`src/rtl/and_op_unit_if.sv`:
```
// Operand/result bundle for and_op_unit.
// Bit 0 is the MSB (big-endian numbering) on every vector.
// ANDOP_COND_EN adds the cond selector and the cond_true result.
interface and_op_unit_if #(
  parameter int unsigned WIDTH = 32
);
  logic             in_valid;
  logic [0:WIDTH-1] a;
  logic [0:WIDTH-1] b;
  logic             neg_a;
  logic             neg_b;
  logic             neg_res;
  logic [0:WIDTH-1] y;
  logic             out_valid;
  logic             zero;
`ifdef ANDOP_COND_EN
  logic [2:0]       cond;
  logic             cond_true;

  modport master (
    output in_valid, a, b, neg_a, neg_b, neg_res, cond,
    input  y, out_valid, zero, cond_true
  );

  modport slave (
    input  in_valid, a, b, neg_a, neg_b, neg_res, cond,
    output y, out_valid, zero, cond_true
  );
`else
  modport master (
    output in_valid, a, b, neg_a, neg_b, neg_res,
    input  y, out_valid, zero
  );

  modport slave (
    input  in_valid, a, b, neg_a, neg_b, neg_res,
    output y, out_valid, zero
  );
`endif
endinterface

```
`src/rtl/and_op_unit.sv`:
```
// Registered logical AND unit for the VCPU-32 execute stage.
// y = ((neg_a ? ~a : a) & (neg_b ? ~b : b)) ^ {neg_res}: AND, ANDCM, NAND, NOR.
// One register stage, valid tracking, zero flag.
// Optional macro ANDOP_COND_EN adds the registered condition evaluator.
module and_op_unit #(
  parameter int unsigned WIDTH = 32
) (
  input  logic         clk,
  input  logic         rst_n,
  and_op_unit_if.slave op
);

  logic [0:WIDTH-1] opa_c;
  logic [0:WIDTH-1] opb_c;
  logic [0:WIDTH-1] res_c;

  logic [0:WIDTH-1] y_q;
  logic [0:WIDTH-1] y_d;
  logic             zero_q;
  logic             zero_d;
  logic             valid_q;
  logic             valid_d;

`ifdef ANDOP_COND_EN
  logic             cond_q;
  logic             cond_d;

  // Condition codes evaluated on the unregistered result; bit 0 is the sign bit.
  function automatic logic cond_eval(input logic [2:0] sel, input logic [0:WIDTH-1] r);
    logic hit;
    hit = 1'b0;
    case (sel)
      3'd0:    hit = 1'b0;
      3'd1:    hit = (r == '0);
      3'd2:    hit = (r != '0);
      3'd3:    hit = r[0];
      3'd4:    hit = ~r[0];
      3'd5:    hit = r[WIDTH-1];
      3'd6:    hit = ~r[WIDTH-1];
      default: hit = 1'b1;
    endcase
    return hit;
  endfunction
`endif

  // Bitwise datapath with optional operand/result complement.
  always_comb begin
    opa_c = op.neg_a ? ~op.a : op.a;
    opb_c = op.neg_b ? ~op.b : op.b;
    res_c = (opa_c & opb_c) ^ {WIDTH{op.neg_res}};
  end

  // Next-state: capture on in_valid, otherwise hold result and drop valid.
  always_comb begin
    y_d     = y_q;
    zero_d  = zero_q;
    valid_d = 1'b0;
`ifdef ANDOP_COND_EN
    cond_d  = cond_q;
`endif
    if (op.in_valid) begin
      y_d     = res_c;
      zero_d  = (res_c == '0);
      valid_d = 1'b1;
`ifdef ANDOP_COND_EN
      cond_d  = cond_eval(op.cond, res_c);
`endif
    end
  end

  // Result register stage; async reset discards any in-flight result.
  always_ff @(posedge clk or negedge rst_n) begin
    if (!rst_n) begin
      y_q     <= '0;
      zero_q  <= 1'b0;
      valid_q <= 1'b0;
`ifdef ANDOP_COND_EN
      cond_q  <= 1'b0;
`endif
    end else begin
      y_q     <= y_d;
      zero_q  <= zero_d;
      valid_q <= valid_d;
`ifdef ANDOP_COND_EN
      cond_q  <= cond_d;
`endif
    end
  end

  // Outputs come straight from registers.
  assign op.y         = y_q;
  assign op.zero      = zero_q;
  assign op.out_valid = valid_q;
`ifdef ANDOP_COND_EN
  assign op.cond_true = cond_q;
`endif

endmodule

```
`src/flat_wrapper.sv`:
```
// flat-port wrapper written by rule: the top's interface ports become plain ports
module and_op_unit_flat 
#(
  parameter int unsigned WIDTH = 32
)
  (clk, rst_n, op_in_valid, op_a, op_b, op_neg_a, op_neg_b, op_neg_res, op_y, op_out_valid, op_zero);
  and_op_unit_if #(.WIDTH(WIDTH)) op_i ();
  input  logic clk;
  input  logic rst_n;
  input wire logic [$bits(op_i.in_valid)-1:0] op_in_valid;
  input wire logic [$bits(op_i.a)-1:0] op_a;
  input wire logic [$bits(op_i.b)-1:0] op_b;
  input wire logic [$bits(op_i.neg_a)-1:0] op_neg_a;
  input wire logic [$bits(op_i.neg_b)-1:0] op_neg_b;
  input wire logic [$bits(op_i.neg_res)-1:0] op_neg_res;
  output wire logic [$bits(op_i.y)-1:0] op_y;
  output wire logic [$bits(op_i.out_valid)-1:0] op_out_valid;
  output wire logic [$bits(op_i.zero)-1:0] op_zero;
  assign op_i.in_valid = op_in_valid;
  assign op_i.a = op_a;
  assign op_i.b = op_b;
  assign op_i.neg_a = op_neg_a;
  assign op_i.neg_b = op_neg_b;
  assign op_i.neg_res = op_neg_res;
  assign op_y = op_i.y;
  assign op_out_valid = op_i.out_valid;
  assign op_zero = op_i.zero;
  and_op_unit #(.WIDTH(WIDTH)) u_core (.clk(clk), .rst_n(rst_n), .op(op_i));
endmodule
```
`config.mk`:
```
export PLATFORM = sky130hd
export DESIGN_NAME = and_op_unit_flat
export DESIGN_NICKNAME = d
export VERILOG_FILES = /design/src/rtl/and_op_unit_if.sv /design/src/rtl/and_op_unit.sv /design/src/flat_wrapper.sv
export SDC_FILE = /design/constraint.sdc
export NUM_CORES = 1
export LEC_CHECK = 0
export BUFFER_PORTS_ARGS = -buffer_cell sky130_fd_sc_hd__buf_4
export CAP_MARGIN = 40
export CORE_AREA = 2 2 100 102
export DETAILED_ROUTE_END_ITERATION = 8
export DIE_AREA = 0 0 102 104
export SLEW_MARGIN = 10
export SYNTH_ARGS = -nofsm -noshare
export SYNTH_HDL_FRONTEND = slang
export SYNTH_SLANG_ARGS = --single-unit
```
`constraint.sdc`:
```
create_clock -name clk -period 2.2 [get_ports clk]
set_input_delay 0.44 -clock clk [delete_from_list [all_inputs] [get_ports clk]]
set_output_delay 0.44 -clock clk [all_outputs]
set_load 0.05 [all_outputs]
```
After elaboration in Yosys (flattened, before gate mapping) --
Index checks and enable logic that the tools add are counted.
Operators by class: reductions and logical operators 1, muxes and demuxes 3, bitwise logic cells 4
Operators with widths (number):
- $mux W32 | 2
- $not A32 Y32 | 2
- $and A32 B32 Y32 | 1
- $logic_not A32 Y1 | 1
- $xor A32 B32 Y32 | 1
- $mux W1 | 1
Word-level totals: logic and storage cells 11, register bits 34, output and inout port bits 34

Longest topological paths before layout --
Gate-level depths: netlist of the first run.
word-level depth 5, gate-level depth with buffers 8, depth with buffers taken out 6

Least setup slack after synthesis of the first run --
Ideal clock, no wire load.
kind input to register, from input port op_neg_a, to register u_core.zero_q (netlist: u_core.op.zero), library setup time 66 ps, buffers on the path 2, cell stages on the path 8, slack 542 ps, data arrival time 1592 ps, data required time 2134 ps, cell sequence buf_6 -> buf_12 -> xnor2_1 -> nor2_1 -> xnor2_1 -> nand4_1 -> nor4_1 -> a31o_1
On the way: cells in the longest elaborated chain, start to end 4
RTL lines:
- start: declaration | line flat_wrapper.sv:13 | input wire logic [$bits(op_i.neg_a)-1:0] op_neg_a;
- $mux W32 | line and_op_unit.sv:48 | opa_c = op.neg_a ? ~op.a : op.a;
- $and A32 B32 Y32 | line and_op_unit.sv:50 | res_c = (opa_c & opb_c) ^ {WIDTH{op.neg_res}};
- $xor A32 B32 Y32 | line and_op_unit.sv:50
- $logic_not A32 Y1 | line and_op_unit.sv:63 | zero_d = (res_c == '0);
- end signal: assignment | line and_op_unit.sv:82 | zero_q <= zero_d;
- end: declaration | line and_op_unit.sv:19 | logic zero_q;
Every way passes these cells. A chain may end at the register's enable or synchronous reset.

Final worst setup path of the first run --
Same ends and word-level chain as after synthesis.

==> impl_metrics.env, run 1 <==
export IMPL_status="finished, final reports clean"
export IMPL_tns_ns=0
export IMPL_tightest_slew_ns=0.642
export IMPL_worst_path_max_fanout=19
export IMPL_setup_worst_path_start_class="input port"
export IMPL_die_h_um=104
export IMPL_finalHoldViolCount=0
export IMPL_fmax_mhz=553
export IMPL_start_util_pct=24.2
export IMPL_crit_type="in -> reg"
export IMPL_fin_crit_sh_pct=82.3
export IMPL_seqCellArea_um2=851
export IMPL_synthDominantCellAreaShare_pct=36.8
export IMPL_cts_sinks=34
export IMPL_hold_class="in -> async"
export IMPL_vias=2003
export IMPL_area_growth_pct=41.8
export IMPL_cts_buffer_depth=2
export IMPL_ctsHoldBuffers=0
export IMPL_cp_arrival_ns=2.03
export IMPL_grt_pass1_vias=2170
export IMPL_antennaDiodeCount=0
export IMPL_rrSetupSlack_ns=1.38
export IMPL_grt_overflow=0
export IMPL_grt_max_degree=68
export IMPL_p_leak_nw=1.34
export IMPL_grt_pass1_wl_um=10400
export IMPL_clock_latency_ns=0.28
export IMPL_gp_congestion=0.727
export IMPL_postCtsResizedCells=0
export IMPL_rsz0062_at_grt="no"
export IMPL_power_per_cell_area_nw_per_um2=691
export IMPL_post_cts_setup_buffers=0
export IMPL_cts_clk_slew_worst_paths_ns=0.07
export IMPL_syn_area_um2=2310
export IMPL_multiInputGateArea_um2=1320
export IMPL_drive_gt1_share_pct=33.2
export IMPL_ios=104
export IMPL_synth_cells=257
export IMPL_h_tree_depth=2
export IMPL_rows=36
export IMPL_ys_types=12
export IMPL_synth_area_leaders="dfrtp_1, xnor2_1, nor2_1"
export IMPL_drt_pass1_iterations=4
export IMPL_numPortBuffers=103
export IMPL_drcViolationCount=0
export IMPL_worstPathRequired_ns=2.42
export IMPL_yosys_warnings=0
export IMPL_slew_headroom_pct=57.2
export IMPL_nets=427
export IMPL_fp_dieW_um=102
export IMPL_yosysSeqAreaShare_pct=36.8
export IMPL_synth_seq_cells=34
export IMPL_peakVddDrop_mv=0.272
export IMPL_core_area_um2=9550
export IMPL_postRouteAntennaNets=0
export IMPL_cts_buffers=5
export IMPL_synth_nets=327
export IMPL_fillers=1031
export IMPL_finalSetupViolations=0
export IMPL_antenna_found_initial=0
export IMPL_clock_root_buffer="clkbuf_8"
export IMPL_critPathCaptureType="flip-flop"
export IMPL_stdcell_count=491
export IMPL_wirelength_um=6300
export IMPL_drtIter0Drc=34
export IMPL_timing_final_ws_setup_ns=0.390
export IMPL_synth_area_leader_cell="dfrtp_1"
export IMPL_dp_hpwl_um=4930
export IMPL_drv_cap=0
export IMPL_slew_violations=0
export IMPL_placed_cells_incl_taps=483
export IMPL_synth_avg_cell_area_um2=9.00
export IMPL_cts_tree="built"
export IMPL_vias_per_cell=4.08
export IMPL_pre_cts_ws_ns=0.0465
export IMPL_min_period_ns=1.81
export IMPL_grtUsageTotal_pct=12.3
export IMPL_wl_per_cell_um=12.8
export IMPL_die_area_um2=10600
export IMPL_skew_ns=0
power by group:
group	switching [W]	total [W]	internal, W
clock network	0.000231	0.000483	0.000253
registers	0.0000530	0.000769	0.000716
logic	0.000623	0.00101	0.000391
total	0.000907	0.00227	0.00136
routing by layer:
metal,global-route usage [%],vias up,wire length [um]
met5,0,-,0
met4,3.33,0,70
met3,3.02,6,378
met2,20.6,58,3140
met1,15.7,922,2710
li1,-,1017,-
cell usage after synthesis (all sizes together):
cell type / n
buf: 11
nor2b: 1
a31o: 1
nor4: 2
nor2: 64
nand4: 8
dfrtp: 34
xnor2: 96
clkbuf: 8
a21oi: 32
cell families (layout without fill, tap and decap cells):
logic type	after synthesis	after routing	share of synthesized area [%]
compound gates	33	33	7.30
xor+xnor	96	96	36.3
buf+inv	19	120	6.22
flops	34	34	36.8
simple gates	75	75	13.4
final timing paths:
check,startpoint,end,cells past startpoint
min reg2reg,u_core.op.y[8]$_DFFE_PN0P_,u_core.op.y[8]$_DFFE_PN0P_,2
max,op_neg_a,u_core.op.zero$_DFFE_PN0P_,8
max in group asynchronous,rst_n,u_core.op.y[31]$_DFFE_PN0P_,1
min in group clk,u_core.op.y[8]$_DFFE_PN0P_,u_core.op.y[8]$_DFFE_PN0P_,2
max reg2reg,u_core.op.zero$_DFFE_PN0P_,u_core.op.zero$_DFFE_PN0P_,2
min,rst_n,u_core.op.y[1]$_DFFE_PN0P_,1
state kept, by name, indices dropped and copies added (netlist names):
signal / flops
u_core.op.y: 32
u_core.op.out_valid: 1
u_core.op.zero: 1
cell usage in the layout, fill, tap and decap left out:
cell        n
a21oi_1    32
a31o_1      1
buf_12      1
buf_4     111
clkbuf_1    1
clkbuf_8    6
clkinv_2    1
dfrtp_1    34
nand4_1     8
nor2_1     64
nor2b_1     1
nor4_1      2
xnor2_1    96
per-stage QoR:
stage | total power [W] | instance area [um^2] | hold WS (ns) | util (%)
finish | 0.00227 | 3280 | 0.103 | 34.4
global route | 0.00240 | 3280 | 0.143 | 34.4
CTS | 0.00230 | 3280 | 0.118 | 34.4
detailed placement | 0.00181 | 3190 | 0.431 | 33.4
global placement | 0.00180 | 3190 | 0.428 | 33.4
floorplan | 0.00146 | 2310 | 0.144 | -
area by class of cell:
class,count,share of cell area [%]
multi-input combinational,204,40.2
tap,133,5.07
clock inverter,1,0.153
sequential,34,25.9
timing repair buffer,112,26.0
clock buffer,7,2.63
worst max-delay path, cell delays in order:
cell     delay [ns]
buf_4          0.29
buf_4          0.23
xnor2_1        0.12
nor2_1         0.08
xnor2_1        0.21
nand4_1        0.17
nor4_1         0.30
a31o_1         0.17
(Power assumes the default switching activity.)
==> run 2: changes to the inputs <==
==> constraint.sdc (replaced) <==
create_clock -name clk -period 1.7 [get_ports clk]
set_input_delay 0.34 -clock clk [delete_from_list [all_inputs] [get_ports clk]]
set_output_delay 0.34 -clock clk [all_outputs]
set_load 0.05 [all_outputs]
==> impl_metrics.env, run 2 (synthesis results as in run 1) <==
export IMPL_nets=451
export IMPL_fin_hold_ws_ns=-0.00201
export IMPL_internal_power_w=0.00187
export IMPL_antenna_found_initial=0
export IMPL_place_area_um2=3380
export IMPL_fin_crit_sh_pct=93.4
export IMPL_rrSetupSlack_ns=0.91
export IMPL_drcViolationCount=0
export IMPL_drt_pass1_iterations=3
export IMPL_vias=2071
export IMPL_peakVddDrop_mv=0.342
export IMPL_final_common_cell="buf_4"
export IMPL_drv_cap=0
export IMPL_fp_dieW_um=102
export IMPL_worst_path_max_fanout=18
export IMPL_worstPathRequired_ns=1.92
export IMPL_fmax_mhz=630
export IMPL_min_period_ns=1.59
export IMPL_fillers=1017
export IMPL_pwr_share_comb_pct=47.3
export IMPL_area_growth_pct=53.0
export IMPL_slew_headroom_pct=69.8
export IMPL_tightest_slew_ns=0.454
export IMPL_clock_latency_ns=0.29
export IMPL_start_util_pct=24.2
export IMPL_critPathCaptureType="flip-flop"
export IMPL_drtIter0Drc=42
export IMPL_status="finished with violations"
export IMPL_p_leak_nw=1.48
export IMPL_die_area_um2=10600
export IMPL_antennaDiodeCount=0
export IMPL_p_switching_w=0.00120
export IMPL_postRouteAntennaNets=0
export IMPL_layout_common_cells="buf_4, xnor2_1, nor2_1"
export IMPL_core_area_um2=9550
export IMPL_design_area_um2=3540
export IMPL_grt_overflow=0
export IMPL_wirelength_um=6520
export IMPL_fin_util_pct=37.1
export IMPL_grt_pass1_vias=2223
export IMPL_clock_root_buffer="clkbuf_8"
export IMPL_rows=36
export IMPL_finalSetupViolations=0
export IMPL_seqPwrFrac_pct=32.4
export IMPL_finalHoldViolCount=2
export IMPL_drive_gt1_share_pct=38.0
export IMPL_numPortBuffers=103
export IMPL_cts_clk_slew_worst_paths_ns=0.07
export IMPL_grt_max_degree=40
export IMPL_dp_hpwl_um=4960
export IMPL_die_h_um=104
export IMPL_power_share_switching_pct=39.1
export IMPL_setup_worst_path_start_class="input port"
export IMPL_skew_ns=0
export IMPL_cts_tree="built"
export IMPL_largest_register_ffs=32
export IMPL_vias_per_cell=4.02
export IMPL_grt_pass1_wl_um=10600
export IMPL_gp_congestion=0.739
export IMPL_finalPower_w=0.00308
export IMPL_cts_buffers=5
export IMPL_grtUsageTotal_pct=12.7
export IMPL_cp_arrival_ns=1.81
export IMPL_violations="negative hold slack"
export IMPL_wl_per_cell_um=12.7
export IMPL_cts_sinks=34
export IMPL_power_per_cell_area_nw_per_um2=870
export IMPL_r2r_worst_path_cells=2
export IMPL_crit_type="in -> reg"
export IMPL_hold_class="in -> async"
export IMPL_cts_buffer_depth=2
export IMPL_h_tree_depth=2
export IMPL_power_frac_clock_pct=20.4
export IMPL_slew_violations=0
export IMPL_ios=104
run 2: power by group through the flow:
stage | Sequential (W) | Clock (W) | Combinational [W]
floorplan | 0.00142 | 0 | 0.000473
global placement | 0.00101 | 0 | 0.00143
detailed placement | 0.00101 | 0 | 0.00144
CTS | 0.000999 | 0.000650 | 0.00145
global route | 0.00101 | 0.000683 | 0.00156
finish | 0.000996 | 0.000627 | 0.00146
run 2: final cells by class:
class	instances	area (um^2)	share of cell area [%]
clock inverters	1	5.00	0.141
well taps	133	166	4.70
flip-flops and latches	34	851	24.0
repair buffers	136	1100	31.1
multi-input cells	204	1330	37.6
clock buffers	7	86.3	2.44
run 2: path summary, 6_finish.rpt:
path                                            endpoint                        start
setup reg to reg              u_core.op.zero$_DFFE_PN0P_   u_core.op.zero$_DFFE_PN0P_
setup / recovery              u_core.op.zero$_DFFE_PN0P_                     op_neg_b
hold reg to reg              u_core.op.y[24]$_DFFE_PN0P_  u_core.op.y[24]$_DFFE_PN0P_
min in group clk           u_core.op.out_valid$_DFF_PN0_                  op_in_valid
hold / removal                u_core.op.y[1]$_DFFE_PN0P_                        rst_n
max in group asynchronous    u_core.op.y[20]$_DFFE_PN0P_                        rst_n
run 2: critical path, cell delays in order:
cell and delay (ns):
buf_12 0.15, buf_4 0.18, xnor2_1 0.16, nor2_1 0.08, xnor2_1 0.23, nand4_1 0.14, nor4_2 0.34, a31o_1 0.19
run 2: through the flow:
stage	TNS (ns)	instances	setup slack, ns	hold WS [ns]
2_1_floorplan	0	257	0.142	0.0444
3_3_place_gp	-0.462	504	-0.462	0.321
3_5_place_dp	-0.478	504	-0.478	0.327
4_1_cts	0	512	0.0260	0.0140
5_1_grt	-0.0213	515	-0.0213	0.0279
6_report	0	515	0.113	-0.00201
run 2: per-layer routing:
metal | global-route usage, % | routed length [um] | up-vias
met5 | 0 | 0 | -
met4 | 3.14 | 53 | 0
met3 | 2.89 | 334 | 5
met2 | 21.6 | 3280 | 50
met1 | 16.1 | 2850 | 955
li1 | - | - | 1061
run 2: repair_timing:
item	CTS	global route
hold buffers	0	0
pin swaps	0	4
hold endpoints to repair	0	0
setup endpoints to repair	1	1
gates resized for setup	5	4
buffers inserted	0	3
